--- src/rtl/delayed_write_engine.sv ---
// Cancellable timed-write engine: holds one pending write, commits it after a cycle delay unless aborted.
// Optional feature: define DWE_RETRIGGER_EN to let start_i in WAIT replace the pending write.
module delayed_write_engine #(
  parameter int unsigned DATA_W = 4,
  parameter int unsigned CNT_W  = 8
) (
  input  logic              clk,
  input  logic              rst_n,
  input  logic              start_i,
  input  logic [CNT_W-1:0]  delay_i,
  input  logic [DATA_W-1:0] data_i,
  input  logic              abort_i,
  output logic              busy_o,
  output logic [DATA_W-1:0] value_o,
  output logic              done_o,
  output logic              aborted_o,
  output logic [7:0]        abort_cnt_o
);

  typedef enum logic {
    IDLE,
    WAIT
  } state_e;

  state_e            state_q, state_d;
  logic [CNT_W-1:0]  cnt_q, cnt_d;
  logic [DATA_W-1:0] pend_q, pend_d;
  logic [DATA_W-1:0] value_q, value_d;
  logic              done_q, done_d;
  logic              aborted_q, aborted_d;
  logic [7:0]        abort_cnt_q, abort_cnt_d;

  always_ff @(posedge clk or negedge rst_n) begin
    if (!rst_n) begin
      state_q     <= IDLE;
      cnt_q       <= '0;
      pend_q      <= '0;
      value_q     <= '0;
      done_q      <= 1'b0;
      aborted_q   <= 1'b0;
      abort_cnt_q <= '0;
    end else begin
      state_q     <= state_d;
      cnt_q       <= cnt_d;
      pend_q      <= pend_d;
      value_q     <= value_d;
      done_q      <= done_d;
      aborted_q   <= aborted_d;
      abort_cnt_q <= abort_cnt_d;
    end
  end

  // Within WAIT, abort outranks both retrigger and expiry, so a cancelled write never commits.
  always_comb begin
    state_d     = state_q;
    cnt_d       = cnt_q;
    pend_d      = pend_q;
    value_d     = value_q;
    done_d      = 1'b0;
    aborted_d   = 1'b0;
    abort_cnt_d = abort_cnt_q;
    case (state_q)
      IDLE: begin
        if (start_i) begin
          cnt_d   = delay_i;
          pend_d  = data_i;
          state_d = WAIT;
        end
      end
      WAIT: begin
        if (abort_i) begin
          state_d   = IDLE;
          aborted_d = 1'b1;
          if (abort_cnt_q != '1) begin
            abort_cnt_d = abort_cnt_q + 8'd1;
          end
`ifdef DWE_RETRIGGER_EN
        end else if (start_i) begin
          cnt_d  = delay_i;
          pend_d = data_i;
`endif
        end else if (cnt_q == '0) begin
          value_d = pend_q;
          done_d  = 1'b1;
          state_d = IDLE;
        end else begin
          cnt_d = cnt_q - CNT_W'(1);
        end
      end
      default: state_d = IDLE;
    endcase
  end

  assign busy_o      = (state_q == WAIT);
  assign value_o     = value_q;
  assign done_o      = done_q;
  assign aborted_o   = aborted_q;
  assign abort_cnt_o = abort_cnt_q;

endmodule

--- config.mk ---
export PLATFORM = sky130hd
export DESIGN_NAME = delayed_write_engine
export DESIGN_NICKNAME = d
export VERILOG_FILES = /design/src/rtl/delayed_write_engine.sv
export SDC_FILE = /design/constraint.sdc
export NUM_CORES = 1
export LEC_CHECK = 0
export BUFFER_PORTS_ARGS = -buffer_cell sky130_fd_sc_hd__buf_4
export CORE_MARGIN = 1
export CORE_UTILIZATION = 56
export CTS_BUF_LIST = sky130_fd_sc_hd__clkbuf_16
export CTS_CLUSTER_SIZE = 10
export DETAILED_ROUTE_END_ITERATION = 8
export HOLD_SLACK_MARGIN = 0.05
export PLACE_DENSITY = 0.86
export SYNTH_ARGS = -nofsm -noshare
export SYNTH_HDL_FRONTEND = slang
export SYNTH_SLANG_ARGS = --single-unit
--- constraint.sdc ---
create_clock -name clk -period 4.88 [get_ports clk]
set_input_delay 0.488 -clock clk [delete_from_list [all_inputs] [get_ports clk]]
set_output_delay 0.488 -clock clk [all_outputs]
set_load 0.005 [all_outputs]
# After elaboration in Yosys (flattened, before gate mapping)

Cells that the tools add are included.

Output and inout bits: 15
Input port bits: 16
Register bits: 27
Logic and storage cells: 33

$add $sub $neg: 2
Reduce and logical (&&, ||, !) cells: 5
Bitwise logic cells: 2
Muxes and demuxes: 13
Eq/ne operators: 4

Operators with widths:

| kind                | count |
|---|---|
| $mux 8              | 3 |
| $pmux 8 s2          | 1 |
| $reduce_and 3->1    | 3 |
| $add 8x1->8 const B | 1 |
| $logic_not 8->1     | 1 |
| $mux 1              | 8 |
| $ne 8x8->1 const B  | 1 |
| $sub 8x1->8 const B | 1 |
| $ne 2x2->1 const B  | 3 |
| $not 1->1           | 2 |
| $pmux 1 s2          | 1 |
| $reduce_and 2->1    | 1 |

# Logic depth before layout (Yosys ltp)

Gate-level depths: netlist of run 1.

Depth in word-level cells: 4
Depth in mapped cells: 6
Depth with buffers taken out: 6

# Least setup slack after synthesis of run 1

OpenSTA, ideal clock, no wires.

Path type: flip-flop to flip-flop
Start point: register cnt_q[4]
End point: register cnt_q[5]
Path buffers: 0
Slack: 3311 ps
Required time: 4758 ps
Library setup time: 122 ps
Arrival time: 1447 ps
Cell stages (with the launch flop): 6
Clock period less this slack: 1569 ps
Path through: dfrtp_1 -> nor4_4 -> a311oi_4 -> nor2_4 -> inv_2 -> a32o_1

Cells in the longest elaborated chain, start to end: 4
Elaborated cells between the ends (all ways): 7
Those cells by class: add/sub: 1; eq/ne: 1; mux: 3; reduce/logical: 2

Ends and longest elaborated chain:

| item                     | line | text |
|---|---|---|
| start: declaration       | 26   | `logic [CNT_W-1:0] cnt_q, cnt_d;` |
| start signal: assignment | 44   | `cnt_q <= cnt_d;` |
| $sub 8x1->8              | 87   | `cnt_d = cnt_q - CNT_W'(1);` |
| $mux 8                   | 82   | `end else if (cnt_q == '0) begin` |
| $mux 8                   | 71   | `if (abort_i) begin` |
| $pmux 8 s2               | 62   | `case (state_q)` |

Parallel ways exist; a longest one is shown, timed or not. The select of a mux whose other input is x is not followed.
A chain may end at the register's enable or synchronous reset.

# Worst setup path after layout of run 1

Start point: register cnt_q[2]
End point: register cnt_q[5]

The elaborated chain is that of the path after synthesis.

==> results of run 1 <==
[worst max-delay path: stages, from the launching register on]
cell and delay (ps):
dfrtp_1 480, nor4_4 510, a311oi_4 240, nor2_4 160, inv_2 80, a32o_1 220
[layout by cell type (no fill, tap or decap), drive strengths merged, types with 2 or more instances in the layout]
cell type / instances
a311oi: 3
nand2: 17
clkbuf: 3
mux2: 7
nor2: 7
o22ai: 2
dfrtp: 27
o21ai: 6
buf: 30
ha: 3
nor4: 2
mux2i: 3
and4: 3
inv: 6
nand2b: 2
nor2b: 2
nand4: 5
a21oi: 4
nand3: 5
xor2: 3
[metal layers]
metal | track usage, % | routed length [um]
met5 | 0 | 0
met4 | 10.2 | 31
met3 | 3.03 | 96
met2 | 42.9 | 1410
met1 | 31.0 | 1200
[power by group through the flow]
| stage | combinational [uW] | sequential (uW) | clock (uW) |
|---|---|---|---|
| after floorplan | 150 | 350 | 0 |
| after global placement | 230 | 361 | 0 |
| after detailed placement | 237 | 365 | 0 |
| after CTS | 240 | 362 | 189 |
| after global routing | 266 | 375 | 197 |
| final | 239 | 364 | 185 |
[Yosys cell counts, types with 2 or more instances]
cell type  instances
mux2_2             7
nand2b_1           2
buf_2              2
a21oi_1            4
dfrtp_1           27
xor2_1             3
nand4_1            4
inv_1              4
nand3_1            5
o21ai_0            5
nand2_1           17
ha_1               3
inv_2              2
mux2i_1            3
o22ai_1            2
and4_1             3
nor2b_1            2
a311oi_1           2
nor2_1             6
[how the worst max path moves through the flow]
stage	cells past startpoint	endpoint	start	slack (ps)
2_1_floorplan	5	cnt_q[5]$_DFFE_PN0P_	cnt_q[4]$_DFFE_PN0P_	3310
3_3_place_gp	5	cnt_q[5]$_DFFE_PN0P_	cnt_q[2]$_DFFE_PN0P_	3210
3_5_place_dp	5	cnt_q[5]$_DFFE_PN0P_	cnt_q[2]$_DFFE_PN0P_	3120
4_1_cts	5	cnt_q[5]$_DFFE_PN0P_	cnt_q[2]$_DFFE_PN0P_	3080
5_1_grt	5	cnt_q[5]$_DFFE_PN0P_	cnt_q[2]$_DFFE_PN0P_	2960
6_report	5	cnt_q[5]$_DFFE_PN0P_	cnt_q[2]$_DFFE_PN0P_	3060
[flip-flops by register name (all words and copies together), names as in the netlist]
| register | flops |
|---|---|
| done_o | 1 |
| cnt_q | 8 |
| busy_o | 1 |
| pend_q | 4 |
| value_o | 4 |
| abort_cnt_o | 8 |
| aborted_o | 1 |
[cells by family (layout without fill, tap and decap cells)]
group | count (synthesis) | count (layout)
AOI/OAI and AO/OA | 22 | 22
adders and majority gates | 3 | 3
and+or+nand+nor | 47 | 47
buffers and inverters | 9 | 40
xor gates and xnor gates | 4 | 4
DFF | 27 | 27
muxes | 10 | 10
[stage by stage]
step | instances | worst slack [ps]
global placement | 177 | 3210
floorplan | 122 | 3310
finish | 181 | 3060
detailed placement | 177 | 3120
global route | 181 | 2960
CTS | 181 | 3080
[cell type report]
| type | instances | area [um2] | area share [%] |
|---|---|---|---|
| flip-flops and latches | 27 | 676 | 40.9 |
| clock buffers | 3 | 75.1 | 4.55 |
| well taps | 28 | 35.0 | 2.12 |
| inverters | 6 | 22.5 | 1.36 |
| repair buffers | 30 | 225 | 13.6 |
| multi-input cells | 86 | 611 | 37.0 |
| clock inverters | 1 | 7.51 | 0.455 |
==> flow_summary.yaml, run 1 <==
yosys:
  ys_warn_count: 0
  syn-instance-count: 122
  syn_area_mm2: 0.00132
  synth_ff_type: "dfrtp_1"
  syn_area_per_cell_um2: 10.8
  synth_xor_area_share_pct: 2.65
  synth.distinct_cells: 38
  synthArstFlopShare_pct: 100
  synth_mux_area_share_pct: 8.23
  synthAdderAreaFrac_pct: 2.84
  synth-edff-count: 0
  synth_compound_area_share_pct: 12.4
  synth_top_area_share_pct: 51.1
  ys_seq_area_share_pct: 51.1
  synth-simple-area-share_pct: 20.1
  ys_ff_latch: 27
  synth_top_family_by_area: "simple AND/OR/NAND/NOR gates"
  synth_fp_nets: 141
  synth_area_leaders: "dfrtp_1 51%, mux2_2 6.0%, nand2_1 4.8%"
  yosys.area.top_type: "dfrtp_1"
finish:
  area_delta_synth_final_pct: 24.9
  post-route-util_pct: 74.7
  drive_gt1_share_pct: 30.7
  stdcell_area_mm2: 0.00165
  num-nets-final: 173
  antenna-diode-count: 0
  fillers: 151
floorplanning:
  core_mm2: 0.00221
  rows: 17
  die_area_mm2: 0.00256
  ios: 31
  start_util_pct: 59.8
  die_h_um: 50.6
  die_x_um: 50.6
power:
  p_leak_uw: 0.000798
  fin_total_pwr_uw: 789
  power.internal_uw: 515
  p_comb_share_pct: 30.3
  p_per_area_mw_per_mm2: 478
  switchingPower_uw: 274
  p_seq_share_pct: 46.2
  swShare_pct: 34.8
  ir_worst_vdd_mv: 0.329
  clkPwrFrac_pct: 23.5
sta:
  worst_pin_slew_ps: 690
  max_freq_mhz: 551
  whs_ps: 127
  setup_tns_ps: 0
  timing.final.crit_share_pct: 37.2
  finalCriticalPeriod_ps: 1820
  fin_worst_skew_ps: 6.21
  rsz0062_at_grt: "no"
  setup_violations: 0
  drv_slew: 0
  finalHoldViolCount: 0
  relSlewSlack_pct: 53.9
worst_setup_path:
  worstPathRequired_ps: 5020
  r2r-end: "cnt_q[5]$_DFFE_PN0P_"
  ff2ff_path_depth: 5
  critPathCaptureType: "flip-flop"
  r2r_start: "cnt_q[2]$_DFFE_PN0P_"
  cp-start-kind: "flip-flop"
  r2r_slack_ps: 3060
  crit_fanout: 7
  worst-setup-path-type: "flip-flop to flip-flop"
  crit_arrival_ps: 1960
route:
  vias: 1071
  drt_iter0_drc: 14
  totalWireLength_um: 2740
  drc: 0
  wl_per_cell_um: 15.1
  postRouteAntennaNets: 0
  vias_per_cell: 5.92
  firstDrtPassIters: 4
clock_network:
  htreeDepth: 1
  cts_buffers: 3
  clock_latency_ps: 260
  clk_pin_slew_ps: 70
  clock-root-buffer: "clkbuf_16"
  hold_buffers: 0
  clock_sinks: 27
  post_cts_buffers: 0
  cts_tree: "done"
  clockBufferDepth: 2
  cts_resized: 0
global_routing:
  grt_max_degree: 28
  grt_use_total_pct: 24.7
  grt_pass1_wl_um: 4690
  grt_overflow_total: 0
  first_global_vias: 1016
  antenna_found_initial: 0
min_path:
  min_path_type: "input pin to asynchronous set/reset pin"
placement:
  hpwl_um: 1960
  port_buffers: 30
  gp_congestion: 0.902
  dpl_cell_area_mm2: 0.00157
run:
  cap_violations: 0
run_status:
  outcome: "finished, final reports clean"
(Power assumes the default switching activity.)
==> run 2, diff against run 1 <==
--- a/config.mk
+++ b/config.mk
@@ -7,12 +7,12 @@
 export LEC_CHECK = 0
 export BUFFER_PORTS_ARGS = -buffer_cell sky130_fd_sc_hd__buf_4
 export CORE_MARGIN = 1
-export CORE_UTILIZATION = 56
+export CORE_UTILIZATION = 52
 export CTS_BUF_LIST = sky130_fd_sc_hd__clkbuf_16
 export CTS_CLUSTER_SIZE = 10
 export DETAILED_ROUTE_END_ITERATION = 8
 export HOLD_SLACK_MARGIN = 0.05
-export PLACE_DENSITY = 0.86
+export PLACE_DENSITY = 0.81
 export SYNTH_ARGS = -nofsm -noshare
 export SYNTH_HDL_FRONTEND = slang
 export SYNTH_SLANG_ARGS = --single-unit
==> constraint.sdc (replaced) <==
create_clock -name clk -period 1.8 [get_ports clk]
set_input_delay 0.18 -clock clk [delete_from_list [all_inputs] [get_ports clk]]
set_output_delay 0.18 -clock clk [all_outputs]
set_load 0.005 [all_outputs]
==> flow_summary.yaml, run 2 (synthesis results as in run 1) <==
route:
  firstDrtPassIters: 4
  postRouteAntennaNets: 0
  wl_per_cell_um: 16.2
  drc: 0
  vias_per_cell: 5.95
  drt_iter0_drc: 37
  vias: 1095
  totalWireLength_um: 2980
floorplanning:
  ios: 31
  core_mm2: 0.00230
  rows: 17
  start_util_pct: 57.6
  die_x_um: 52.4
  die_area_mm2: 0.00275
  die_h_um: 52.4
worst_setup_path:
  crit_fanout: 12
  cp-start-kind: "flip-flop"
  critPathCaptureType: "flip-flop"
  cp-endpoint: "cnt_q[5]$_DFFE_PN0P_"
  r2r_slack_ps: 60
  crit_arrival_ps: 1880
  worstPathRequired_ps: 1950
  critPathLaunch: "busy_o$_DFF_PN0_"
  worst-setup-path-type: "flip-flop to flip-flop"
  r2r-end: "cnt_q[5]$_DFFE_PN0P_"
  r2r_start: "busy_o$_DFF_PN0_"
  ff2ff_path_depth: 4
clock_network:
  clock_latency_ps: 260
  post_cts_buffers: 0
  clockBufferDepth: 2
  clock-root-buffer: "clkbuf_16"
  htreeDepth: 1
  cts_buffers: 3
  clock_sinks: 27
  clk_pin_slew_ps: 60
  cts_tree: "done"
placement:
  placedCellCount: 179
  dpl_worst_slack_ps: 75.8
  dpl_cell_area_mm2: 0.00158
  port_buffers: 30
  gp_congestion: 0.880
  hpwl_um: 2070
finish:
  fillers: 155
  num-nets-final: 176
  stdcell_area_mm2: 0.00168
  drive_gt1_share_pct: 31.4
  area_delta_synth_final_pct: 26.7
  antenna-diode-count: 0
  final_common_cell: "buf_4"
  final_cell_mix: "32 x buf_4, 27 x dfrtp_1, 17 x nand2_1"
  layout.cells.non_filler: 184
power:
  ir_worst_vdd_mv: 0.793
  p_per_area_mw_per_mm2: 1290
  fin_total_pwr_uw: 2160
  p_leak_uw: 0.000816
run:
  cap_violations: 0
global_routing:
  first_global_vias: 1089
  antenna_found_initial: 0
  grt_max_degree: 28
  grt_pass1_wl_um: 5000
  grt_overflow_total: 0
  grt_use_total_pct: 25.4
run_status:
  outcome: "finished, final reports clean"
min_path:
  hold_depth: 3
  min_path_type: "input pin to flip-flop"
sta:
  setup_tns_ps: 0
  fin_worst_skew_ps: 2.84
  postLayoutSetupSlackWorst_ps: 62.9
  worst_pin_slew_ps: 476
  finalHoldViolCount: 0
  drv_slew: 0
  max_freq_mhz: 576
  finalCriticalPeriod_ps: 1740
  rsz0062_at_grt: "no"
  timing.final.crit_share_pct: 96.5
  setup_violations: 0
  relSlewSlack_pct: 68.3
[run 2: changes by cell type in the layout (fill, tap and decap cells not counted)]
| cell | delta |
|---|---|
| clkinvlp_4 | -1 |
| dlygate4sd3_1 | +1 |
| buf_4 | +2 |
| ha_2 | +1 |
| ha_1 | -1 |
| inv_1 | +1 |
[run 2: timing repair]
| action | CTS | global route |
|---|---|---|
| hold buffers | 1 | 0 |
| gates resized for setup | 0 | 1 |
| hold endpoints to repair | 27 | 0 |
| endpoints found under the setup margin | 0 | 2 |
[run 2: worst min-delay path by stage]
| stage | endpoint | slack (ps) | from |
|---|---|---|---|
| 2_1_floorplan | abort_cnt_o[0]$_DFFE_PN0P_ | -120 | rst_n |
| 3_3_place_gp | pend_q[0]$_DFFE_PN0P_ | 110 | rst_n |
| 3_5_place_dp | pend_q[0]$_DFFE_PN0P_ | 110 | rst_n |
| 4_1_cts | pend_q[3]$_DFFE_PN0P_ | 110 | data_i[3] |
| 5_1_grt | pend_q[3]$_DFFE_PN0P_ | 110 | data_i[3] |
| 6_report | pend_q[3]$_DFFE_PN0P_ | 110 | data_i[3] |
[run 2: critical path, cell delays in order (launching register included)]
cell and delay (ps):
dfrtp_1 540, inv_2 180, a311oi_4 440, nand3_1 160, a32o_1 300
[run 2: final cells by class]
cell class | count | area [um2] | share of cell area, %
flip-flops and latches | 27 | 676 | 40.3
multi-input cells | 86 | 613 | 36.6
repair buffers | 33 | 250 | 14.9
clock buffers | 3 | 75.1 | 4.48
well taps | 28 | 35.0 | 2.09
inverters | 6 | 22.5 | 1.34
clock inverters | 1 | 3.75 | 0.224
[run 2: layer usage]
layer	GRT usage [%]	wire length, um	vias up
li1	-	-	517
met1	33.1	1290	529
met2	40.1	1480	42
met3	4.93	164	7
met4	12.7	51	0
met5	0	0	-
[run 2: through the flow]
step | hold WS [ps] | utilization, %
after global routing | 109 | 72.9
after floorplan | -116 | -
after detailed placement | 112 | 69.0
final | 110 | 72.9
after CTS | 108 | 72.8
after global placement | 109 | 69.0
[run 2: power breakdown]
group	leakage, uW	switching [uW]	internal (uW)
registers	0.000340	206	776
clock network	0.0000423	200	297
logic	0.000434	346	336
total	0.000816	752	1410
==> run 3, diff against run 2 <==
--- a/config.mk
+++ b/config.mk
@@ -6,13 +6,13 @@
 export NUM_CORES = 1
 export LEC_CHECK = 0
 export BUFFER_PORTS_ARGS = -buffer_cell sky130_fd_sc_hd__buf_4
-export CORE_MARGIN = 1
+export CORE_MARGIN = 3
 export CORE_UTILIZATION = 52
 export CTS_BUF_LIST = sky130_fd_sc_hd__clkbuf_16
 export CTS_CLUSTER_SIZE = 10
 export DETAILED_ROUTE_END_ITERATION = 8
 export HOLD_SLACK_MARGIN = 0.05
-export PLACE_DENSITY = 0.81
+export PLACE_DENSITY = 0.78
 export SYNTH_ARGS = -nofsm -noshare
 export SYNTH_HDL_FRONTEND = slang
 export SYNTH_SLANG_ARGS = --single-unit
==> flow_summary.yaml, run 3 (synthesis results as in run 1) <==
sta:
  finalCriticalPeriod_ps: 1640
  setup_violations: 0
  timing.final.crit_share_pct: 90.9
  drv_slew: 0
  worst_pin_slew_ps: 403
  whs_ps: 106
  rsz0062_at_grt: "no"
  fin_worst_skew_ps: 3.84
  max_freq_mhz: 611
  relSlewSlack_pct: 73.1
  setup_tns_ps: 0
  finalHoldViolCount: 0
worst_setup_path:
  r2r_start: "cnt_q[2]$_DFFE_PN0P_"
  ff2ff_path_depth: 5
  crit_chain: "nor4_4, buf_4, a311oi_4, nand3_1, a32o_1"
  critPathLaunch: "cnt_q[2]$_DFFE_PN0P_"
  cp-start-kind: "flip-flop"
  critPathCaptureType: "flip-flop"
  cp_slowest_stage_delay_ps: 490
  crit_arrival_ps: 1780
  worst-setup-path-type: "flip-flop to flip-flop"
  critPathTopFamily: "compound AO/OA/AOI/OAI gates"
  path_buf_inv: 1
  r2r_slack_ps: 160
  crit_slowest_cell: "dfrtp_1"
  worstPathRequired_ps: 1950
  crit_fanout: 7
  r2r-end: "cnt_q[5]$_DFFE_PN0P_"
finish:
  num-nets-final: 178
  final_cell_mix: "34 x buf_4, 27 x dfrtp_1, 17 x nand2_1"
  register_area_um2: 676
  area_delta_synth_final_pct: 27.9
  final_common_cell: "buf_4"
  multi_input_comb_area_um2: 611
  post-route-util_pct: 73.0
  drive_gt1_share_pct: 32.3
  stdcell_area_mm2: 0.00169
  antenna-diode-count: 0
  fillers: 170
  layout.cells.non_filler: 186
global_routing:
  first_global_vias: 1070
  grt_max_degree: 28
  grt_use_total_pct: 19.1
  antenna_found_initial: 0
  grt_pass1_wl_um: 4800
  grt_overflow_total: 0
placement:
  hpwl_um: 2060
  port_buffers: 30
  placedCellCount: 181
  gp_congestion: 0.851
  dpl_cell_area_mm2: 0.00160
floorplanning:
  die_h_um: 56.4
  core_mm2: 0.00232
  die_x_um: 56.4
  die_area_mm2: 0.00318
  ios: 31
  rows: 17
  start_util_pct: 57.0
power:
  p_leak_uw: 0.000822
  ir_worst_vdd_mv: 1.17
  p_per_area_mw_per_mm2: 1270
route:
  totalWireLength_um: 2760
  drc: 0
  wl_per_cell_um: 14.8
  drt_iter0_drc: 23
  vias: 1085
  postRouteAntennaNets: 0
  vias_per_cell: 5.83
  firstDrtPassIters: 4
clock_network:
  clock_sinks: 27
  clock_latency_ps: 260
  htreeDepth: 1
  clock-root-buffer: "clkbuf_16"
  clk_pin_slew_ps: 70
  clockBufferDepth: 2
  hold_buffers: 1
  post_cts_buffers: 0
  cts_tree: "done"
  cts_buffers: 3
  cts_resized: 0
min_path:
  whs_endpoint: "pend_q[3]$_DFFE_PN0P_"
  hold_depth: 3
  min_path_type: "input pin to flip-flop"
  worstHoldStart: "data_i[3]"
run:
  cap_violations: 0
run_status:
  outcome: "finished, final reports clean"
[run 3: cell count changes in the layout (fill, tap and decap cells not counted)]
| cell | before | now |
|---|---|---|
| clkinvlp_4 | 0 | 1 |
| ha_1 | 2 | 3 |
| ha_2 | 1 | 0 |
| buf_4 | 32 | 34 |
| inv_1 | 5 | 4 |
[run 3: how the worst max path moves through the flow]
| stage | endpoint | slack (ps) | cells after the start |
|---|---|---|---|
| 3_5_place_dp | cnt_q[5]$_DFFE_PN0P_ | 170 | 5 |
| 3_3_place_gp | cnt_q[5]$_DFFE_PN0P_ | 200 | 5 |
| 5_1_grt | cnt_q[5]$_DFFE_PN0P_ | 50 | 5 |
| 2_1_floorplan | cnt_q[5]$_DFFE_PN0P_ | 230 | 5 |
| 4_1_cts | cnt_q[5]$_DFFE_PN0P_ | 170 | 5 |
| 6_report | cnt_q[5]$_DFFE_PN0P_ | 160 | 5 |
[run 3: stage by stage]
| stage | power [uW] | setup WS, ps |
|---|---|---|
| 2_1_floorplan | 1350 | 231 |
| 4_1_cts | 2170 | 171 |
| 6_report | 2150 | 163 |
| 3_3_place_gp | 1620 | 203 |
| 5_1_grt | 2310 | 52.6 |
| 3_5_place_dp | 1660 | 172 |
[run 3: worst min-delay path: stages]
cell and delay [ps]:
buf_4 70, nand2_1 40, nand2_1 50
[run 3: where the power goes]
part	leakage [uW]	switching [uW]	internal [uW]
Combinational	0.000446	330	340
Clock	0.0000371	198	302
Sequential	0.000340	208	776
Total	0.000822	736	1420
[run 3: cell type report]
type | instances | area share, %
Timing Repair Buffer | 35 | 15.7
Clock buffer | 3 | 4.44
Multi-Input combinational cell | 86 | 36.1
Sequential cell | 27 | 39.9
Tap cell | 28 | 2.07
Clock inverter | 1 | 0.444
Inverter | 6 | 1.33
[run 3: layer usage]
layer	share of wire [%]	wire, um	GRT usage [%]	up-vias
li1	-	-	-	516
met1	42	1170	23.3	530
met2	51	1420	33.7	34
met3	4.6	128	2.76	5
met4	1.7	46	7.12	0
met5	0	0	0	-
